[src/rtl/gpio_in_debounce.sv]
// Synchronise, debounce and edge-detect the GPIO header inputs. Each pin becomes
// a clean level, one-cycle rise/fall pulses and a sticky event flag; any set flag raises irq_o.
module gpio_in_debounce #(
  parameter int WIDTH      = 24,
  parameter int TICK_DIV   = 16000,
  parameter int STABLE_CNT = 4
) (
  input  logic             clk,
  input  logic             rst_n,
  input  logic [WIDTH-1:0] gpio_in,
  input  logic [WIDTH-1:0] event_clr,
  output logic [WIDTH-1:0] level_o,
  output logic [WIDTH-1:0] rise_o,
  output logic [WIDTH-1:0] fall_o,
  output logic [WIDTH-1:0] event_o,
  output logic             irq_o
);

  localparam logic [15:0] TICK_LAST = 16'(TICK_DIV - 1);
  localparam logic [3:0]  CNT_LAST  = 4'(STABLE_CNT - 1);

  logic [WIDTH-1:0]      sync1_q, sync1_d;
  logic [WIDTH-1:0]      sync2_q, sync2_d;
  logic [15:0]           presc_q, presc_d;
  logic                  tick;
  logic [WIDTH-1:0][3:0] cnt_q, cnt_d;
  logic [WIDTH-1:0]      level_q, level_d;
  logic [WIDTH-1:0]      rise_q, rise_d;
  logic [WIDTH-1:0]      fall_q, fall_d;
  logic [WIDTH-1:0]      event_q, event_d;

  assign tick = (presc_q == TICK_LAST);

  always_comb begin
    sync1_d = gpio_in;
    sync2_d = sync1_q;
    presc_d = tick ? 16'd0 : presc_q + 16'd1;
    level_d = level_q;
    rise_d  = '0;
    fall_d  = '0;
    cnt_d   = cnt_q;
    // A pin must disagree with its accepted level on STABLE_CNT consecutive
    // ticks; any agreeing tick throws away the partial count.
    for (int i = 0; i < WIDTH; i++) begin
      if (tick) begin
        if (sync2_q[i] == level_q[i]) begin
          cnt_d[i] = 4'd0;
        end else if (cnt_q[i] == CNT_LAST) begin
          cnt_d[i]   = 4'd0;
          level_d[i] = sync2_q[i];
          rise_d[i]  = sync2_q[i];
          fall_d[i]  = ~sync2_q[i];
        end else begin
          cnt_d[i] = cnt_q[i] + 4'd1;
        end
      end
    end
    // Setting has priority over clearing so an edge landing on a clear is kept.
    event_d = (event_q & ~event_clr) | rise_q | fall_q;
  end

  always_ff @(posedge clk or negedge rst_n) begin
    if (!rst_n) begin
      sync1_q <= '0;
      sync2_q <= '0;
      presc_q <= '0;
      cnt_q   <= '0;
      level_q <= '0;
      rise_q  <= '0;
      fall_q  <= '0;
      event_q <= '0;
    end else begin
      sync1_q <= sync1_d;
      sync2_q <= sync2_d;
      presc_q <= presc_d;
      cnt_q   <= cnt_d;
      level_q <= level_d;
      rise_q  <= rise_d;
      fall_q  <= fall_d;
      event_q <= event_d;
    end
  end

  assign level_o = level_q;
  assign rise_o  = rise_q;
  assign fall_o  = fall_q;
  assign event_o = event_q;
  assign irq_o   = |event_q;

endmodule

[config.mk]
export PLATFORM = sky130hd
export DESIGN_NAME = gpio_in_debounce
export DESIGN_NICKNAME = d
export VERILOG_FILES = /design/src/rtl/gpio_in_debounce.sv
export SDC_FILE = /design/constraint.sdc
export NUM_CORES = 1
export LEC_CHECK = 0
export ABC_AREA = 1
export CAP_MARGIN = 20
export CORE_ASPECT_RATIO = 1.2
export CORE_UTILIZATION = 55
export DETAILED_ROUTE_END_ITERATION = 7
export GPL_ROUTABILITY_DRIVEN = 0
export PLACE_DENSITY = 0.82
export RECOVER_POWER = 25
export SLEW_MARGIN = 20
export SYNTH_ARGS = -nofsm -noshare
export SYNTH_HDL_FRONTEND = slang
export SYNTH_SLANG_ARGS = --single-unit
[constraint.sdc]
create_clock -name clk -period 1.6 [get_ports clk]
set_input_delay 0.32 -clock clk [delete_from_list [all_inputs] [get_ports clk]]
set_output_delay 0.32 -clock clk [all_outputs]
set_load 0.02 [all_outputs]
# Yosys cells after proc, flatten, opt, wreduce, memory -nomap -nowiden
# Cells that the tools add are included.
# op_classes
bitwise,52
muxes,193
eq_ne,49
reduce_logical,25
n_addsub,25
# op_table
op,n
4-bit 2-to-1 mux,48
1-bit 2-to-1 mux,144
4-bit by 1-bit adder with 4-bit output (second input constant),24
4-bit by 2-bit equality test with 1-bit output (second input constant),24
3-bit AND reduction,24
1-bit NOT,48
24-bit OR,2
24-bit bitwise AND,1
1-bit equality test,24
24-bit NOT,1
24-bit OR reduction,1
16-bit by 1-bit adder with 16-bit output (second input constant),1
16-bit by 14-bit equality test with 1-bit output (second input constant),1
16-bit 2-to-1 mux,1
# word_totals
regBits,256
word_cells,398
out_inout_bits,97

# Longest topological paths before layout
# Gate-level depths: netlist of the first run.
# logic_depth
word_depth,4
mapped_depth,10

# Worst setup path before layout of the first run
# Ideal clock, no wire load.
# synth_path
path_type,reg2reg
startpoint,register presc_q[0]
endpoint,"register level_q[0], in the netlist level_o[0]"
setup_ps,117
setup_slack_ps,117
n_path_buf,2
t_arrival_ps,1366
path_stages_with_launch,11
required_ps,1483
path_cell_list,dfrtp_1 ha_1 nand2_1 nor2_2 nand2_1 nor2_4 buf_6 buf_4 nand3_1 nand2_1 nand2_1
# synth_via
elab_chain_len,2
# synth_lines
item,line,source
"start, declared",24,"logic [15:0] presc_q, presc_d;"
"start signal, assigned",75,presc_q <= presc_d;
16-bit by 14-bit equality test with 1-bit output,32,assign tick = (presc_q == TICK_LAST);
3-bit AND reduction (no source line),n/a,
"end signal, assigned",77,level_q <= level_d;
"end, declared",27,"logic [WIDTH-1:0] level_q, level_d;"
# No other way between the ends.
# A chain may end at the register's enable or synchronous reset.

# Final worst setup path of the first run
# layout_path
startpoint,"register event_q[10], in the netlist event_o[10]"
endpoint,output port irq_o
# layout_via
elab_chain_len,1
# layout_lines
item,line,source
"start, declared",30,"logic [WIDTH-1:0] event_q, event_d;"
"start signal, assigned",80,event_q <= event_d;
24-bit OR reduction,88,assign irq_o = |event_q;
"end, declared",16,output logic irq_o
# No other way between the ends.

==> results of run 1 <==
-- registers in the layout, summed over array words and instances, names as in the netlist --
name and count:
cnt_q 96, event_o 24, fall_o 24, level_o 24, rise_o 24, sync1_q 24
sync2_q 24, presc_q 16
-- metrics by stage --
step,cells,total power (µW),setup TNS [ns],instance area [µm²]
floorplan,1166,6754,0,10900
global placement,1597,7066,-0.2261,13090
detailed placement,1597,7072,-0.6310,13090
CTS,1689,13040,-5.013,14990
global route,1708,13440,-39.05,16010
finish,1708,13100,-35.41,16010
-- cell usage after synthesis (all sizes together) --
library cell | n | area [µm²]
dfrtp | 256 | 6406
nand2 | 207 | 779.5
nand3 | 168 | 840.8
nor2 | 151 | 579.3
inv | 112 | 420.4
o21ai | 94 | 470.5
nand4 | 57 | 356.6
xor2 | 54 | 473.0
buf | 28 | 186.4
ha | 25 | 312.8
nor3 | 4 | 20.02
clkbuf | 3 | 11.26
a21oi | 2 | 10.01
nor4 | 2 | 12.51
and2 | 1 | 6.260
nand3b | 1 | 7.510
xnor2 | 1 | 8.760
-- cell families (layout without fill, tap and decap cells) --
logic type	Yosys count	after routing	share of synthesized area
and+or+nand+nor	591	592	0.2387
DFF	256	256	0.5876
adders and majority gates	25	25	0.02869
buffers and inverters	143	423	0.05670
xor gates and xnor gates	55	55	0.04419
AOI/OAI and AO/OA	96	96	0.04407
-- cell type report --
cell class,instances,area (µm²),share of cell area
sequential,256,6407,0.4003
multi-input combinational,768,4880,0.3049
timing repair buffer,266,3120,0.1950
clock buffer,32,713.2,0.04456
inverter,112,422.9,0.02642
tap,261,326.6,0.02040
clock inverter,13,135.1,0.008443
-- layer usage --
layer / part of all wire / global-route usage
met2: 0.51 / 0.5150
met3: 0.077 / 0.05128
met1: 0.34 / 0.3312
met5: 0 / 0
met4: 0.069 / 0.1516
-- worst max path at each step --
stage | start | to | slack, ns
after floorplan | presc_q[0]$_DFF_PN0_ | level_o[0]$_DFFE_PN0P_ | 0.12
final | event_o[10]$_DFF_PN0_ | irq_o | -0.49
after global routing | event_o[10]$_DFF_PN0_ | irq_o | -0.54
after detailed placement | event_o[23]$_DFF_PN0_ | irq_o | -0.26
after global placement | event_o[21]$_DFF_PN0_ | irq_o | -0.23
after CTS | event_o[3]$_DFF_PN0_ | irq_o | -0.42
-- what timing repair did --
item	in CTS	in global routing
endpoints found under the setup margin	155	200
setup buffers	22	28
cloned	25	5
hold buffers	1	0
endpoints found under the hold margin	41	0
pin swaps	37	80
gates resized for setup	273	295
-- report_power, final --
group          internal, µW  total [µW]  switching (µW)
logic                   143         393             250
registers              6530        6580            51.9
clock network          3490        6130            2630
==> impl_metrics.py, run 1 <==
metrics = {
    "timing": {
        "holdWs_ns": 0.3404,
        "finClkSkew_ns": 0.01309,
        "finalWorstSetupSlack_ns": -0.4884,
        "setup_viol": 184,
        "period_minus_slack_ns": 2.088,
        "fin_crit_sh": 1.305,
        "fmax_ghz": 0.4788,
        "tightest_slew_ns": 0.9193,
        "rsz0062_at_grt": "yes",
        "report.final.slew_viol_count": 0,
        "final_hold_viol_count": 0,
        "relSlewSlack": 0.3851,
    },
    "clock_tree": {
        "clockRootBuffer": "clkbuf_16",
        "cts_buffer_depth": 3,
        "cts_sinks": 256,
        "clkLatencyLatePin_ns": 0.54,
        "cts_tree": "done",
        "numCtsBuffers": 26,
        "clk_pin_slew_ns": 0.07,
        "htreeDepth": 1,
    },
    "finish": {
        "final_common_cell": "dfrtp_1",
        "num_antenna_cells": 0,
        "fin_util": 0.8217,
        "syn_to_final_growth_pct": 46.82,
        "layout-drive-gt1-share": 0.2751,
        "mostFrequentLayoutCells": "255 x dfrtp_1, 142 x nor2_1, 123 x nand2_1",
        "finalNetCount": 1505,
        "fillers": 993,
    },
    "critical_path": {
        "endpoint_kind": "primary output",
        "critPathTopFamily": "simple AND/OR/NAND/NOR gates",
        "critPathSlowestCell": "nor4_1",
        "worstPathMaxFanout": 2,
        "arrival_ns": 1.77,
        "worst-endpoint-required_ns": 1.28,
        "start_kind": "flop",
        "crit_buf_inv": 1,
        "rr_worst_depth": 11,
        "worstPathCellList": "nor4_1, nand4_1, buf_4",
        "critPathKind": "flop to primary output",
        "cp.depth": 3,
        "r2r_start": "presc_q[1]$_DFF_PN0_",
        "r2r_end": "rise_o[10]$_DFF_PN0_",
        "crit_path_max_incr_delay_ns": 0.44,
        "r2r_slack_ns": -0.30,
    },
    "flow_run": {
        "max_cap_viol_count": 0,
    },
    "global_route": {
        "gr-total-overflow": 0,
        "track_usage": 0.2905,
        "grt_antenna_before_repair": 0,
        "grt_pass1_wl_um": 46660,
        "grt_pass1_vias": 9691,
        "grt_max_degree": 50,
    },
    "floorplanning": {
        "die_x_um": 130.5,
        "start_util": 0.5597,
        "row_count": 56,
        "ios": 147,
        "die_y_um": 156.2,
        "coreArea_um2": 19480,
        "die-area_um2": 20390,
    },
    "hold_path": {
        "min_to": "sync2_q[15]$_DFF_PN0_",
        "hold_path_startpoint": "sync1_q[15]$_DFF_PN0_",
        "worstHoldPathCells": 0,
        "min_path_type": "flop to flop",
    },
    "placed_design": {
        "hpwl_um": 16540,
        "portBuffers": 146,
        "pre_cts_ws_ns": -0.2562,
    },
    "power": {
        "vdd_drop_max_v": 0.0009820,
        "power_density_nw_per_um2": 818.7,
        "power.leakage_uw": 0.007798,
    },
    "drt": {
        "wl_per_cell_um": 21.02,
        "viasPerCell": 6.023,
        "vias": 10287,
        "drc": 0,
        "drtIter0Drc": 988,
        "drt-pass1-iter-count": 5,
        "routed_wl_um": 35910,
        "ant_nets": 0,
    },
    "synthesis": {
        "ys_warn_count": 0,
        "synthDistinctLibCells": 23,
        "ys_seq_elements": 256,
        "seq_area_frac_synth": 0.5876,
        "syn_inst": 1166,
        "netlist_area_um2": 10900,
        "syn_nets": 1241,
        "synth_area_per_cell_um2": 9.350,
    },
    "run_status": {
        "violations": "negative setup slack",
        "status": "complete, but fails checks",
    },
}
(Power assumes the default switching activity.)
==> run 2: changes to the inputs <==
ABC_AREA = default   (was 1)
PLACE_DENSITY = 0.8   (was 0.82)
==> impl_metrics.py, run 2 <==
metrics = {
    "power": {
        "power.leakage_uw": 0.007976,
        "internal-power_uw": 10160,
        "p_clk_frac": 0.461,
        "power.total_uw": 13080,
        "power.switching_uw": 2924,
        "vdd_drop_max_v": 0.001008,
        "seqPwrFrac": 0.504,
        "p_sw_frac": 0.2235,
        "combPwrFrac": 0.034,
        "power_density_nw_per_um2": 780.1,
    },
    "finish": {
        "layout-drive-gt1-share": 0.4609,
        "mostFrequentLayoutCells": "238 x dfrtp_1, 62 x buf_4, 60 x buf_6",
        "finalNetCount": 1299,
        "final_common_cell": "dfrtp_1",
        "num_antenna_cells": 0,
        "top_register": "cnt_q",
        "final_area_um2": 16760,
        "largest_register_ffs": 96,
        "syn_to_final_growth_pct": 58.91,
    },
    "synthesis": {
        "synth_edf_count": 0,
        "ys_warn_count": 0,
        "synth_area_leaders": "dfrtp_1 61%, nor3b_1 5.2%, o21ai_0 4.6%, ha_1 3.0%, xor2_1 2.8%",
        "ys.flop_type": "dfrtp_1",
        "synth_area_per_cell_um2": 11.58,
        "syn_nets": 986,
        "synth_top_area_frac": 0.6072,
        "syn_inst": 911,
        "synthDistinctLibCells": 32,
        "seq_area_frac_synth": 0.6072,
        "ys_seq_elements": 256,
        "ys_top_cells_by_count": "256 x dfrtp_1, 97 x o21ai_0, 73 x nor3b_1, 57 x nand2_1, 53 x nand3_1",
        "synthMostInstantiatedCell": "dfrtp_1",
        "netlist_area_um2": 10550,
        "async_flop_share": 1.000,
        "synth_area_leader_cell": "dfrtp_1",
    },
    "hold_path": {
        "min_path_type": "input port to flop",
    },
    "clock_tree": {
        "clk_pin_slew_ns": 0.06,
        "htreeDepth": 1,
        "cts_sinks": 256,
        "clockRootBuffer": "clkbuf_16",
        "numCtsBuffers": 25,
        "cts_tree": "done",
        "clkLatencyLatePin_ns": 0.53,
        "cts_buffer_depth": 3,
    },
    "drt": {
        "drtIter0Drc": 669,
        "ant_nets": 0,
        "drc": 0,
        "viasPerCell": 6.205,
        "wl_per_cell_um": 26.16,
        "routed_wl_um": 39110,
        "vias": 9277,
        "drt-pass1-iter-count": 5,
    },
    "timing": {
        "relSlewSlack": 0.4288,
        "finalWorstSetupSlack_ns": -0.7200,
        "tightest_slew_ns": 0.8550,
        "fmax_ghz": 0.4310,
        "setup_viol": 186,
        "final_hold_viol_count": 0,
        "period_minus_slack_ns": 2.320,
        "finClkSkew_ns": 0.01986,
        "report.final.slew_viol_count": 0,
        "fin_crit_sh": 1.450,
        "setup_tns_ns": -96.53,
        "rsz0062_at_grt": "yes",
    },
    "global_route": {
        "track_usage": 0.3014,
        "grt_pass1_vias": 9185,
        "gr-total-overflow": 0,
        "grt_max_degree": 51,
        "grt_antenna_before_repair": 0,
        "grt_pass1_wl_um": 46620,
    },
    "run_status": {
        "violations": "negative setup slack",
        "status": "complete, but fails checks",
    },
    "critical_path": {
        "worstPathCellList": "or4b_4, or4_4, buf_12, o21ai_1, o31ai_2",
        "start_kind": "flop",
        "worst-endpoint-required_ns": 1.99,
        "crit_path_max_incr_delay_ns": 0.59,
        "critPathKind": "flop to flop",
        "arrival_ns": 2.71,
        "worstPathMaxFanout": 6,
        "endpoint_kind": "flop",
        "critPathSlowestCell": "or4b_4",
    },
    "floorplanning": {
        "die-area_um2": 19740,
        "row_count": 55,
        "coreArea_um2": 18860,
        "ios": 147,
        "start_util": 0.5595,
        "die_y_um": 153.7,
        "die_x_um": 128.4,
    },
    "placed_design": {
        "pre_cts_ws_ns": -0.5855,
        "hpwl_um": 15270,
        "portBuffers": 146,
        "placed_area_um2": 13620,
    },
    "flow_run": {
        "max_cap_viol_count": 0,
    },
}
==> run 2: cell count changes after synthesis, moves of 25 or more <==
cell	previous run	this run
nand2_1	206	57
nand3_1	168	53
nor2_1	148	34
nor3b_1	0	73
inv_1	111	48
nand4_1	57	5
o31ai_1	0	31
and2_1	1	26
==> run 2: power by group through the flow <==
| stage | Clock [µW] | Sequential (µW) | Combinational [µW] |
|---|---|---|---|
| 4_1_cts | 5900 | 6580 | 415 |
| 2_1_floorplan | 0 | 6690 | 85.1 |
| 6_report | 6030 | 6590 | 450 |
| 3_5_place_dp | 0 | 6700 | 386 |
| 3_3_place_gp | 0 | 6700 | 381 |
| 5_1_grt | 6320 | 6590 | 487 |
==> run 2: layout make-up <==
| type | count | area [µm²] |
|---|---|---|
| sequential | 256 | 6429 |
| multi-input combinational | 588 | 5794 |
| timing repair buffer | 305 | 3232 |
| tap | 256 | 320.3 |
| fill | 723 | 2091 |
| clock buffer | 34 | 719.4 |
| clock inverter | 8 | 90.09 |
| inverter | 48 | 180.2 |
==> run 2: critical path, delay by kind of cell (launching register included) <==
family,cells,cell delay (ns)
buffers and inverters,1,0.21
AO/OA/AOI/OAI,2,0.41
AND/OR/NAND/NOR,2,1.16
flip-flops,1,0.40
==> run 2: through the flow <==
| stage | std cells | util | hold WS [ns] |
|---|---|---|---|
| final | 1495 | 0.8891 | 0.3406 |
| after CTS | 1482 | 0.8372 | 0.2284 |
| after global routing | 1495 | 0.8891 | 0.3426 |
| after global placement | 1398 | 0.7222 | 0.2653 |
| after floorplan | 911 | - | 0.02441 |
| after detailed placement | 1398 | 0.7222 | 0.2700 |
==> run 2: what timing repair did <==
| item | 4_1_cts | 5_1_grt |
|---|---|---|
| endpoints found under the setup margin | 274 | 208 |
| pin swaps | 66 | 31 |
| gates cloned | 10 | 7 |
| endpoints found under the hold margin | 40 | 0 |
| hold buffers | 1 | 0 |
| setup buffers | 34 | 19 |
| gates resized for setup | 428 | 192 |
==> run 2: cells by family after synthesis <==
| family | synth area share |
|---|---|
| adder cells (fa/ha/maj) | 0.02965 |
| flip-flops | 0.6072 |
| multiplexers | 0.02562 |
| AND/OR/NAND/NOR | 0.1830 |
| AO/OA/AOI/OAI | 0.09559 |
| XOR/XNOR | 0.03155 |
| buffers and inverters | 0.02739 |
==> run 2: per-layer routing <==
| metal | vias to the layer above | wire length (µm) | track usage |
|---|---|---|---|
| met5 | - | 0 | 0 |
| li1 | 3830 | - | - |
| met1 | 4733 | 13730 | 0.3494 |
| met3 | 219 | 2318 | 0.05184 |
| met4 | 0 | 2847 | 0.1406 |
| met2 | 495 | 20210 | 0.5385 |
==> run 2: final timing paths <==
check	startpoint	endpoint	slack, ns	cells past startpoint
setup / recovery	presc_q[14]$_DFF_PN0_	cnt_q[19]$_DFFE_PN0N_	-0.72	5
hold / removal	event_clr[2]	event_o[2]$_DFF_PN0_	0.34	2
setup reg to reg	presc_q[14]$_DFF_PN0_	cnt_q[19]$_DFFE_PN0N_	-0.72	5
hold reg to reg	sync1_q[3]$_DFF_PN0_	sync2_q[3]$_DFF_PN0_	0.35	0
max in group asynchronous	rst_n	presc_q[8]$_DFF_PN0_	0.38	3
min in group asynchronous	rst_n	cnt_q[38]$_DFFE_PN0N_	0.45	2
